## src/rtl/output_port_sched.sv

```systemverilog
// -----------------------------------------------------------------------------
// output_port_sched
//
// Command scheduler for the 4-pin output port (D0..D3). Single-pin write
// commands {pin, value} from the execute stage are buffered in a small
// circular FIFO. They are applied one at a time. Each pin update is followed
// by a minimum hold time, so external loads see every level for at least
// HOLD_CYCLES+1 clocks.
//
// Parameters:
//   DEPTH        FIFO entries (power of 2, >= 2)
//   HOLD_CYCLES  extra cycles after an update before the next may apply (>= 0)
//
// Ports:
//   clk        system clock, rising edge
//   rst_n      synchronous reset, active-low
//   cmd_valid  producer offers a command
//   cmd_ready  scheduler accepts (handshake = cmd_valid & cmd_ready at edge)
//   cmd_pin    target pin index 0..3
//   cmd_value  level to drive on the target pin
//   cmd_toggle (OUTPUT_PORT_TOGGLE_EN only) invert the target pin instead
//   flush      synchronous discard of all queued commands
//   D0..D3     registered pin levels
//   busy       FSM not idle or FIFO non-empty
//   level      current FIFO occupancy
//
// Optional feature macro: OUTPUT_PORT_TOGGLE_EN (adds cmd_toggle).
// -----------------------------------------------------------------------------
module output_port_sched #(
    parameter int DEPTH       = 4,
    parameter int HOLD_CYCLES = 3
) (
    input  logic                     clk,
    input  logic                     rst_n,
    input  logic                     cmd_valid,
    output logic                     cmd_ready,
    input  logic [1:0]               cmd_pin,
    input  logic                     cmd_value,
`ifdef OUTPUT_PORT_TOGGLE_EN
    input  logic                     cmd_toggle,
`endif
    input  logic                     flush,
    output logic                     D0,
    output logic                     D1,
    output logic                     D2,
    output logic                     D3,
    output logic                     busy,
    output logic [$clog2(DEPTH):0]   level
);

    localparam int AW    = $clog2(DEPTH);
    localparam int LVL_W = AW + 1;
    localparam int CNT_W = (HOLD_CYCLES > 1) ? $clog2(HOLD_CYCLES) : 1;

    localparam logic [LVL_W-1:0] LVL_FULL  = LVL_W'(DEPTH);
    localparam logic [LVL_W-1:0] LVL_ONE   = LVL_W'(1);
    localparam logic [CNT_W-1:0] HOLD_INIT = (HOLD_CYCLES > 0) ? CNT_W'(HOLD_CYCLES - 1) : '0;

`ifdef OUTPUT_PORT_TOGGLE_EN
    typedef struct packed {
        logic       toggle;
        logic [1:0] pin;
        logic       value;
    } entry_t;
`else
    typedef struct packed {
        logic [1:0] pin;
        logic       value;
    } entry_t;
`endif

    typedef enum logic [1:0] {
        st_idle,
        st_apply,
        st_hold
    } state_t;

    state_t            state, state_nxt;
    logic [CNT_W-1:0]  cnt, cnt_nxt;
    logic [AW-1:0]     wr_ptr, rd_ptr;
    logic [LVL_W-1:0]  level_nxt;
    logic [3:0]        pins;
    entry_t            mem [DEPTH];
    entry_t            entry_in;
    entry_t            head;
    logic              push, pop;
    logic              full;
    logic              apply_level;

    // Level is registered, so a pop edge never frees room for a same-edge push.
    assign full      = (level == LVL_FULL);
    assign cmd_ready = ~full & ~flush & rst_n;
    assign push      = cmd_valid & cmd_ready;
    // A flush on an APPLY edge suppresses both the pop and the pin write.
    assign pop       = (state == st_apply) & ~flush;
    assign head      = mem[rd_ptr];
    assign busy      = (state != st_idle) | (level != '0);

    assign D0 = pins[0];
    assign D1 = pins[1];
    assign D2 = pins[2];
    assign D3 = pins[3];

`ifdef OUTPUT_PORT_TOGGLE_EN
    assign entry_in    = '{toggle: cmd_toggle, pin: cmd_pin, value: cmd_value};
    assign apply_level = head.toggle ? ~pins[head.pin] : head.value;
`else
    assign entry_in    = '{pin: cmd_pin, value: cmd_value};
    assign apply_level = head.value;
`endif

    // Occupancy update; push and pop together cancel out.
    always_comb begin
        // NOTE: every always_comb output gets a default first so no path can
        // leave it unassigned and infer a latch.
        level_nxt = level;
        case ({push, pop})
            2'b10:   level_nxt = level + 1'b1;
            2'b01:   level_nxt = level - 1'b1;
            default: level_nxt = level;
        endcase
    end

    // Next-state logic.
    always_comb begin
        state_nxt = state;
        cnt_nxt   = cnt;
        case (state)
            st_idle: begin
                if (level != '0) state_nxt = st_apply;
            end
            st_apply: begin
                if (HOLD_CYCLES > 0) begin
                    state_nxt = st_hold;
                    cnt_nxt   = HOLD_INIT;
                end else begin
                    // Back-to-back only if an already-queued entry remains
                    // behind the one being popped (a same-edge push waits for
                    // IDLE, matching the HOLD exit rule).
                    state_nxt = (level != LVL_ONE) ? st_apply : st_idle;
                end
            end
            st_hold: begin
                if (cnt == '0) begin
                    state_nxt = (level != '0) ? st_apply : st_idle;
                end else begin
                    cnt_nxt = cnt - 1'b1;
                end
            end
            default: state_nxt = st_idle;
        endcase
        if (flush) begin
            state_nxt = st_idle;
            cnt_nxt   = '0;
        end
    end

    // Control and pin registers.
    always_ff @(posedge clk) begin
        // NOTE: sequential state uses non-blocking assignments so every
        // register samples pre-edge values regardless of statement order.
        if (!rst_n) begin
            state  <= st_idle;
            cnt    <= '0;
            wr_ptr <= '0;
            rd_ptr <= '0;
            level  <= '0;
            pins   <= '0;
        end else begin
            state <= state_nxt;
            cnt   <= cnt_nxt;
            if (flush) begin
                wr_ptr <= '0;
                rd_ptr <= '0;
                level  <= '0;
            end else begin
                if (push) wr_ptr <= wr_ptr + 1'b1;
                if (pop) begin
                    rd_ptr          <= rd_ptr + 1'b1;
                    pins[head.pin]  <= apply_level;
                end
                level <= level_nxt;
            end
        end
    end

    // FIFO storage.
    always_ff @(posedge clk) begin
        // NOTE: the storage array is deliberately not reset; level and the
        // pointers define which entries are valid, so stale data is never read.
        if (push) mem[wr_ptr] <= entry_in;
    end

endmodule

```

## config.mk

```make
export PLATFORM = sky130hd
export DESIGN_NAME = output_port_sched
export DESIGN_NICKNAME = d
export VERILOG_FILES = /design/src/rtl/output_port_sched.sv
export SDC_FILE = /design/constraint.sdc
export NUM_CORES = 1
export LEC_CHECK = 0
export CORE_MARGIN = 3
export CORE_UTILIZATION = 35
export DETAILED_ROUTE_END_ITERATION = 8
export DONT_BUFFER_PORTS = 1
export GPL_TIMING_DRIVEN = 0
export PLACE_DENSITY = 0.55
export SYNTH_ARGS = -nofsm -noshare
export SYNTH_HDL_FRONTEND = slang
export SYNTH_SLANG_ARGS = --single-unit
```

## constraint.sdc

```tcl
create_clock -name clk -period 3.65 [get_ports clk]
set_input_delay 0.73 -clock clk [delete_from_list [all_inputs] [get_ports clk]]
set_output_delay 0.73 -clock clk [all_outputs]
set_load 0.1 [all_outputs]
```

==> qor.yml, run 1 <==
global_route:
  gr-usage-all-layers: 0.114
  antenna_found_initial: 0
  grt.overflow.total: 0
  grt_max_degree: 11
  grt_pass1_wl_um: 3480
  grt_pass1_vias: 791
placement:
  gp_congestion: 0.751
  dp_hpwl_um: 1530
  dpl_cell_area_um2: 1350
  pre_cts_slack_ns: 0.911
  port_buffers: 0
  dp_cells: 154
hold_path:
  hold_path.class: "in2reg"
  min_from: "cmd_pin[1]"
run_status:
  status: "finished clean"
worst_setup_path:
  endpoint_kind: "output pin"
  critical_path_class: "reg2out"
  r2r-start: "level[0]"
  required_ns: 2.92
  arrival_ns: 2.35
  cp_max_fo: 6
  crit_path_start_kind: "flip-flop"
  worstSetupStartpoint: "level[2]"
routing:
  antenna_left: 0
  wirelength_um: 2020
  drtIter0Drc: 34
  vias: 769
  drcViolationCount: 0
  wl_per_cell_um: 12.4
  drt_first_pass_iters: 4
  vias_per_cell: 4.75
floorplan:
  ios: 16
  start_util: 0.370
  dieArea_um2: 4340
  die_h_um: 65.9
  coreArea_um2: 3390
  fp.dieW_um: 65.9
  num_rows: 21
synth:
  synth_seq_area_share: 0.559
  synth_warnings: 0
  synthesis.nets: 120
  syn_avg_cell_area_um2: 11.8
  synth_edf_count: 12
  synth_area_um2: 1250
  synth_top_area_share: 0.287
  ys_ff_latch: 29
  synthArstFlopShare: 0
  synth_top_area_cell: "edfxtp_1"
  synth_cells: 106
  ys.flop_type: "dfxtp_1"
  netlist_top_cells_area: "edfxtp_1 29%, dfxtp_1 27%, ha_1 6.0%, nor2_1 4.2%, mux4_2 3.6%"
  ys_types: 29
timing:
  fin_skew_ns: 0.00704
  fin_crit_sh: 0.845
  slew_headroom: 0.265
  hold_viol_final: 0
  holdWs_ns: 0.494
  setup_ws_ns: 0.566
  fmax_ghz: 0.324
  worstMarginPinSlew_ns: 1.10
  fin_setup_tns_ns: 0
  grt_setup_unrepaired: "no"
  min_period_ns: 3.08
  setup_viol: 0
  drv_slew: 0
cts:
  cts_setup_buffers: 0
  htree_levels: 2
  clock_sinks: 29
  clk_latency_ns: 0.33
  cts_tree: "built"
  cts_hold_buf: 0
  cts_resized: 0
  clk_path_buf_depth: 2
  cts-root-buf: "clkbuf_4"
  cts.clk_slew.worst_paths_ns: 0.09
  cts_buffers: 5
layout:
  final_cell_area_um2: 1420
  final_util: 0.420
  antenna_cells: 0
  area_growth_pct: 13.5
  multi_input_area_um2: 515
  drive_gt1_frac: 0.121
  num-fill-cells: 314
  layoutNonFillerInstCount: 162
  seq_area_um2: 701
  nets: 129
pwr:
  power_density_nw_per_um2: 438
  power_uw: 624
  leakagePower_nw: 0.503
  irDropWorstVdd_mv: 0.153
run:
  drv_cap: 0
[critical path: stages, from the launching register on]
cell	delay [ns]
dfxtp_1	1.06
or3_1	0.25
or3_1	0.72
[routing by layer]
| metal | track usage | vias to the layer above | wire, um |
|---|---|---|---|
| met3 | 0.0697 | 5 | 185 |
| li1 | - | 388 | - |
| met2 | 0.175 | 15 | 926 |
| met5 | 0 | - | 0 |
| met1 | 0.116 | 361 | 846 |
| met4 | 0.0699 | 0 | 57 |
[logic make-up (layout without fill, tap and decap cells)]
family	after synthesis	count (layout)	share of synthesized area
simple gates	34	34	0.142
flops	29	29	0.559
fa+ha+maj	7	7	0.0758
buf+inv	11	21	0.0329
mux	7	7	0.0898
compound gates	13	13	0.0659
xor+xnor	5	5	0.0349
[state kept, by name (all words and copies together), names as in the netlist, named ones only]
signal	cells
mem	12
pins	4
level	3
cnt	2
rd_ptr	2
state	2
wr_ptr	2
[placed cells by master (no fill, tap or decap), types with 2 or more instances in the layout]
| cell | Yosys | layout |
|---|---|---|
| mux2i_1 | 3 | 3 |
| a21oi_1 | 4 | 3 |
| and3_1 | 4 | 4 |
| mux4_2 | 2 | 2 |
| nor3b_2 | 2 | 2 |
| nor2_1 | 14 | 14 |
| nand2_1 | 5 | 5 |
| nand3_1 | 3 | 3 |
| xnor2_1 | 2 | 2 |
| clkbuf_4 | 0 | 5 |
| ha_1 | 6 | 6 |
| inv_1 | 10 | 10 |
| dfxtp_1 | 17 | 17 |
| edfxtp_1 | 12 | 12 |
| or3_1 | 3 | 3 |
| o21ai_0 | 3 | 3 |
| clkbuf_1 | 1 | 2 |
| xor2_1 | 3 | 3 |
[cell usage after synthesis (2+ instances only)]
cell       n
dfxtp_1   17
nor2_1    14
edfxtp_1  12
inv_1     10
ha_1       6
nand2_1    5
a21oi_1    4
and3_1     4
mux2i_1    3
nand3_1    3
o21ai_0    3
or3_1      3
xor2_1     3
mux4_2     2
nor3b_2    2
xnor2_1    2
[worst paths after layout]
| path | cells after the start | slack (ns) | to |
|---|---|---|---|
| worst max-delay path | 2 | 0.57 | busy |
| worst max register to register | 8 | 0.94 | level[2] |
| worst min register to register | 2 | 0.54 | flip-flop |
| worst min-delay path | 0 | 0.49 | mem[2][2] |
[area by class of cell]
cell class	instances	area share
sequential	29	0.493
inverter	10	0.0264
timing repair buffer	2	0.0229
multi-input combinational	66	0.362
clock inverter	2	0.0237
clock buffer	6	0.0290
buffer	1	0.00264
tap	46	0.0405
[power by group]
part           leakage, nW  internal (mW)  switching (mW)  total, mW
registers            0.245          0.339         0.00392      0.343
logic                0.217        0.00904          0.0175     0.0266
clock network       0.0399          0.142           0.112      0.254
total                0.503          0.491           0.133      0.624
No activity file was read; power rests on OpenSTA's default activity.
==> inputs of run 2 (changes only) <==
--- a/config.mk
+++ b/config.mk
@@ -5,6 +5,7 @@
 export SDC_FILE = /design/constraint.sdc
 export NUM_CORES = 1
 export LEC_CHECK = 0
+export ABC_AREA = 1
 export CORE_MARGIN = 3
 export CORE_UTILIZATION = 35
 export DETAILED_ROUTE_END_ITERATION = 8
==> constraint.sdc (replaced) <==
create_clock -name clk -period 3.11 [get_ports clk]
set_input_delay 0.622 -clock clk [delete_from_list [all_inputs] [get_ports clk]]
set_output_delay 0.622 -clock clk [all_outputs]
set_load 0.1 [all_outputs]
==> qor.yml, run 2 <==
run_status:
  status: "finished clean"
timing:
  min_period_ns: 2.92
  fin_setup_tns_ns: 0  # unchanged
  fin_crit_sh: 0.940
  fmax_ghz: 0.342
  setup_viol: 0  # unchanged
  drv_slew: 0  # unchanged
  grt_setup_unrepaired: "no"
  fin_skew_ns: 0.00643  # -0.000609 ns
  worstMarginPinSlew_ns: 1.14  # +0.0379 ns
  holdWs_ns: 0.441  # -0.0532 ns
  hold_viol_final: 0  # unchanged
  slew_headroom: 0.240  # -0.0253
routing:
  drt_first_pass_iters: 5  # +1
  vias: 975  # +27%
  maxUsedRoutingLayer: "met4"
  routedLengthMet1_um: 1050  # +24%
  met2_length_um: 1050  # +13%
  drcViolationCount: 0  # unchanged
  wirelength_um: 2300  # +14%
  antenna_left: 0  # unchanged
  wl_per_cell_um: 10.6  # -15%
  drtIter0Drc: 40  # +18%
  vias_per_cell: 4.49  # -5.3%
  met3_length_um: 165  # -11%
cts:
  cts_buffers: 5  # unchanged
  cts_setup_buffers: 0  # unchanged
  cts_resized: 1  # +1
  cts-root-buf: "clkbuf_8"
  cts.clk_slew.worst_paths_ns: 0.06  # -0.03 ns
  clk_path_buf_depth: 2  # unchanged
  clock_sinks: 29  # unchanged
  cts_tree: "built"
  cts_hold_buf: 0  # unchanged
  htree_levels: 2  # unchanged
  clk_latency_ns: 0.28  # -0.05 ns
floorplan:
  start_util: 0.371  # +0.00111
  die_h_um: 69.0  # +4.8%
  coreArea_um2: 3740  # +10%
  num_rows: 22  # +4.8%
  ios: 16  # unchanged
  fp.dieW_um: 69.0  # +4.8%
  dieArea_um2: 4760  # +9.8%
worst_setup_path:
  max_stage_delay_ns: 1.00  # -0.06 ns
  crit_path_start_kind: "flip-flop"
  cpMaxStageDelayCell: "dfxtp_1"
  critical_path_class: "reg2out"
  endpoint_kind: "output pin"
  cp_max_fo: 5  # -1
  arrival_ns: 2.30  # -0.05 ns
  rr_worst_depth: 9  # +1
  crit_chain: "inv_1 > a31oi_4"
  required_ns: 2.49  # -0.43 ns
layout:
  layout_commonest_cell: "nand2_1"
  drive_gt1_frac: 0.130  # +0.00949
  area_growth_pct: 13.3
  largest_reg_flops: 12  # unchanged
  top_regs: "mem: 12 flops, pins: 4 flops, level: 3 flops"
  nets: 182  # +41%
  antenna_cells: 0  # unchanged
  top_register: "mem"
  mostFrequentLayoutCells: "36 x nand2_1, 25 x inv_1, 19 x nor2_1"
  num-fill-cells: 394  # +25%
hold_path:
  hold_path.class: "in2reg"
  whs_path_depth: 0  # unchanged
global_route:
  grt.overflow.total: 0  # unchanged
  gr-usage-all-layers: 0.111  # -0.00266
  grt_pass1_vias: 866  # +9.5%
  grt_pass1_wl_um: 3730  # +7.3%
  grt_max_degree: 11  # unchanged
  antenna_found_initial: 0  # unchanged
synth:
  ys_ff_latch: 29  # unchanged
  ys_types: 23  # -21%
  synth_top_area_cell: "edfxtp_1"
  synth_area_um2: 1390  # +11%
  syn_avg_cell_area_um2: 8.63  # -27%
  netlist_top_cells_area: "edfxtp_1 26%, dfxtp_1 25%, nand2_1 9.7%, inv_1 6.8%, ha_1 5.4%"
  ys.flop_type: "dfxtp_1"
  synth_warnings: 0  # unchanged
  synth_top_area_share: 0.259  # -0.0280
  synth_edf_count: 12  # unchanged
  synth_cells: 161  # +52%
  synthesis.nets: 175  # +46%
  synth.most_common_cell: "nand2_1"
  synth_commonest_cells: "36 x nand2_1, 25 x inv_1, 19 x nor2_1, 17 x dfxtp_1, 12 x edfxtp_1"
  synthArstFlopShare: 0  # unchanged
  synth_seq_area_share: 0.505  # -0.0544
pwr:
  leakagePower_nw: 0.598  # +19%
  power_density_nw_per_um2: 514  # +17%
  irDropWorstVdd_mv: 0.265  # +74%
placement:
  port_buffers: 0  # unchanged
  gp_congestion: 0.825  # +9.8%
  dp_hpwl_um: 1810  # +18%
run:
  drv_cap: 0  # unchanged
run 2: path summary, 6_finish.rpt:
check / start / to / slack, ns
hold / removal: cmd_value / mem[3][0] / 0.44
setup / recovery: level[0] / cmd_ready / 0.19
hold reg to reg: cnt[1] / cnt[1] / 0.49
setup reg to reg: level[0] / level[1] / 0.39
run 2: cells by family (layout without fill, tap and decap cells):
family          after synthesis  count (layout)  share of synthesized area
flops                        29              29                      0.505
compound gates               18              18                     0.0703
simple gates                 77              77                      0.262
fa+ha+maj                     7               7                     0.0685
mux                           1               1                    0.00721
buf+inv                      29              37                     0.0874
run 2: metrics by stage:
stage | util | power [mW] | instances | setup WS (ns) | cell area [um2]
6_report | 0.420 | 0.810 | 217 | 0.187 | 1570
5_1_grt | 0.420 | 0.846 | 217 | 0.0912 | 1570
4_1_cts | 0.420 | 0.823 | 217 | 0.160 | 1570
3_5_place_dp | 0.389 | 0.442 | 209 | 0.156 | 1460
3_3_place_gp | 0.389 | 0.441 | 209 | 0.161 | 1460
2_1_floorplan | - | 0.438 | 161 | 0.237 | 1400
run 2: layout make-up:
type	instances	area (um2)	area share
plain buffers	1	11.3	0.00715
inverters	28	110	0.0700
flip-flops and latches	29	701	0.445
clock inverters	3	41.3	0.0262
multi-input cells	103	582	0.370
well taps	48	60.1	0.0382
clock buffers	5	68.8	0.0437
run 2: report_power, final:
part | internal (mW) | switching [mW]
sequential | 0.399 | 0.00499
clock | 0.235 | 0.140
combinational | 0.00713 | 0.0234
run 2: critical path, delay by kind of cell, from the launching register on:
kind / cells / cell delay, ns
flops: 1 / 1.00
buf+inv: 1 / 0.34
compound gates: 1 / 0.69
run 2: routing by layer:
| metal | track usage | vias to the layer above |
|---|---|---|
| met4 | 0.0657 | 0 |
| li1 | - | 525 |
| met2 | 0.154 | 20 |
| met5 | 0 | - |
| met3 | 0.0486 | 4 |
| met1 | 0.142 | 426 |
==> inputs of run 3 (changes only) <==
--- a/config.mk
+++ b/config.mk
@@ -5,7 +5,6 @@
 export SDC_FILE = /design/constraint.sdc
 export NUM_CORES = 1
 export LEC_CHECK = 0
-export ABC_AREA = 1
 export CORE_MARGIN = 3
 export CORE_UTILIZATION = 35
 export DETAILED_ROUTE_END_ITERATION = 8
==> qor.yml, run 3 (synthesis gave the netlist of run 1 again) <==
worst_setup_path:
  critical_path_class: "reg2out"
  endpoint_kind: "output pin"
  cp_max_fo: 6  # +1
  r2r-start: "level[0]"
  rr_worst_depth: 8  # -1
  worstSetupStartpoint: "level[2]"
  ff2ff_setup_slack_ns: 0.35  # -0.04 ns
  crit_path_start_kind: "flip-flop"
  arrival_ns: 2.37  # +0.07 ns
  endpoint: "busy"
  required_ns: 2.49  # about the same
  r2r_end: "level[2]"
cts:
  clock_sinks: 29  # unchanged
  cts_tree: "built"
  cts_setup_buffers: 0  # unchanged
  cts-root-buf: "clkbuf_4"
  htree_levels: 2  # unchanged
  cts_hold_buf: 0  # unchanged
  cts_buffers: 5  # unchanged
  clk_latency_ns: 0.33  # +0.05 ns
  cts_resized: 1  # unchanged
  cts.clk_slew.worst_paths_ns: 0.09  # +0.03 ns
  clk_path_buf_depth: 2  # unchanged
floorplan:
  die_h_um: 65.9  # -4.6%
  ios: 16  # unchanged
  coreArea_um2: 3390  # -9.5%
  dieArea_um2: 4340  # -8.9%
  num_rows: 21  # -4.5%
  fp.dieW_um: 65.9  # -4.6%
  start_util: 0.370  # -0.00111
layout:
  layout_commonest_cell: "dfxtp_1"
  nets: 127  # -30%
  drive_gt1_frac: 0.105  # -0.0249
  final_util: 0.408  # -0.0129
  top_register: "mem"
  seq_area_um2: 701  # unchanged
  largest_reg_flops: 12  # unchanged
  area_growth_pct: 10.2
  mostFrequentLayoutCells: "17 x dfxtp_1, 14 x nor2_1, 12 x edfxtp_1"
  layoutNonFillerInstCount: 160  # -26%
  top_regs: "mem: 12 flops, pins: 4 flops, level: 3 flops"
  num-fill-cells: 337  # -14%
  multi_input_area_um2: 523  # -10%
  antenna_cells: 0  # unchanged
hold_path:
  hold_path.class: "in2reg"
global_route:
  grt_max_degree: 11  # unchanged
  grt.overflow.total: 0  # unchanged
  grt_pass1_wl_um: 3550  # -4.8%
  grt_pass1_vias: 795  # -8.2%
  antenna_found_initial: 0  # unchanged
  gr-usage-all-layers: 0.116  # +0.00487
timing:
  grt_setup_unrepaired: "no"
  drv_slew: 0  # unchanged
  slew_headroom: 0.248  # +0.00790
  fin_skew_ns: 0.00580  # -0.000633 ns
  fin_crit_sh: 0.961  # +0.0208
  setup_viol: 0  # unchanged
  hold_viol_final: 0  # unchanged
  worstMarginPinSlew_ns: 1.13  # -0.0118 ns
  min_period_ns: 2.99  # +0.0646 ns
  setup_ws_ns: 0.122  # -0.0646 ns
  fin_setup_tns_ns: 0  # unchanged
  fmax_ghz: 0.335  # -2.2%
pwr:
  irDropWorstVdd_mv: 0.193  # -27%
  leakagePower_nw: 0.480  # -20%
  power_density_nw_per_um2: 481  # -6.6%
  power_uw: 664  # -18%
routing:
  antenna_left: 0  # unchanged
  wl_per_cell_um: 13.0  # +23%
  drtIter0Drc: 16  # -60%
  drt_first_pass_iters: 4  # -1
  drcViolationCount: 0  # unchanged
  vias: 795  # -18%
  vias_per_cell: 4.97  # +11%
  wirelength_um: 2080  # -9.6%
run:
  drv_cap: 0  # unchanged
placement:
  pre_cts_slack_ns: 0.169  # +0.0126 ns
  gp_congestion: 0.735  # -11%
  port_buffers: 0  # unchanged
  dp_cells: 152  # -27%
  dp_hpwl_um: 1560  # -14%
run_status:
  status: "finished clean"
[run 3: cell types whose count changed in the layout (fill, tap and decap cells not counted), sizes merged, moves of 5 or more]
cell   delta
a21oi     -5
nand3     -9
inv      -18
nand2    -34
nor2      -9
[run 3: area by class of cell]
cell class              count  share of cell area
well taps                  46              0.0417
multi-input cells          66               0.379
inverters                  10              0.0272
clock buffers               8              0.0426
flip-flops and latches     29               0.507
plain buffers               1             0.00272
[run 3: worst min-delay path by stage]
stage | from | end | depth (start not counted)
floorplan | rd_ptr[1] | flip-flop | 2
CTS | cmd_value | mem[3][0] | 0
global placement | rd_ptr[1] | flip-flop | 2
global route | cmd_pin[1] | mem[3][2] | 0
detailed placement | rd_ptr[1] | flip-flop | 2
finish | cmd_pin[1] | mem[1][2] | 0
[run 3: routing by layer]
layer	part of all wire	vias to the layer above	GRT usage
met2	0.48	19	0.173
met1	0.41	383	0.126
li1	-	386	-
met4	0.029	0	0.0777
met5	0	-	0
met3	0.081	7	0.0629
[run 3: power by group]
group | leakage (nW) | switching (mW) | total, mW | internal [mW]
Combinational | 0.202 | 0.0202 | 0.0272 | 0.00691
Clock | 0.0326 | 0.123 | 0.234 | 0.111
Sequential | 0.245 | 0.00460 | 0.402 | 0.398
[run 3: worst max-delay path, stage by stage (launching register included)]
cell and delay [ns]:
dfxtp_1 1.08, or3_1 0.25, or3_1 0.71
[run 3: through the flow]
| step | cell area (um2) | hold WS (ns) |
|---|---|---|
| floorplan | 1260 | 0.485 |
| global placement | 1320 | 0.513 |
| detailed placement | 1320 | 0.523 |
| CTS | 1380 | 0.372 |
| global route | 1380 | 0.358 |
| finish | 1380 | 0.385 |
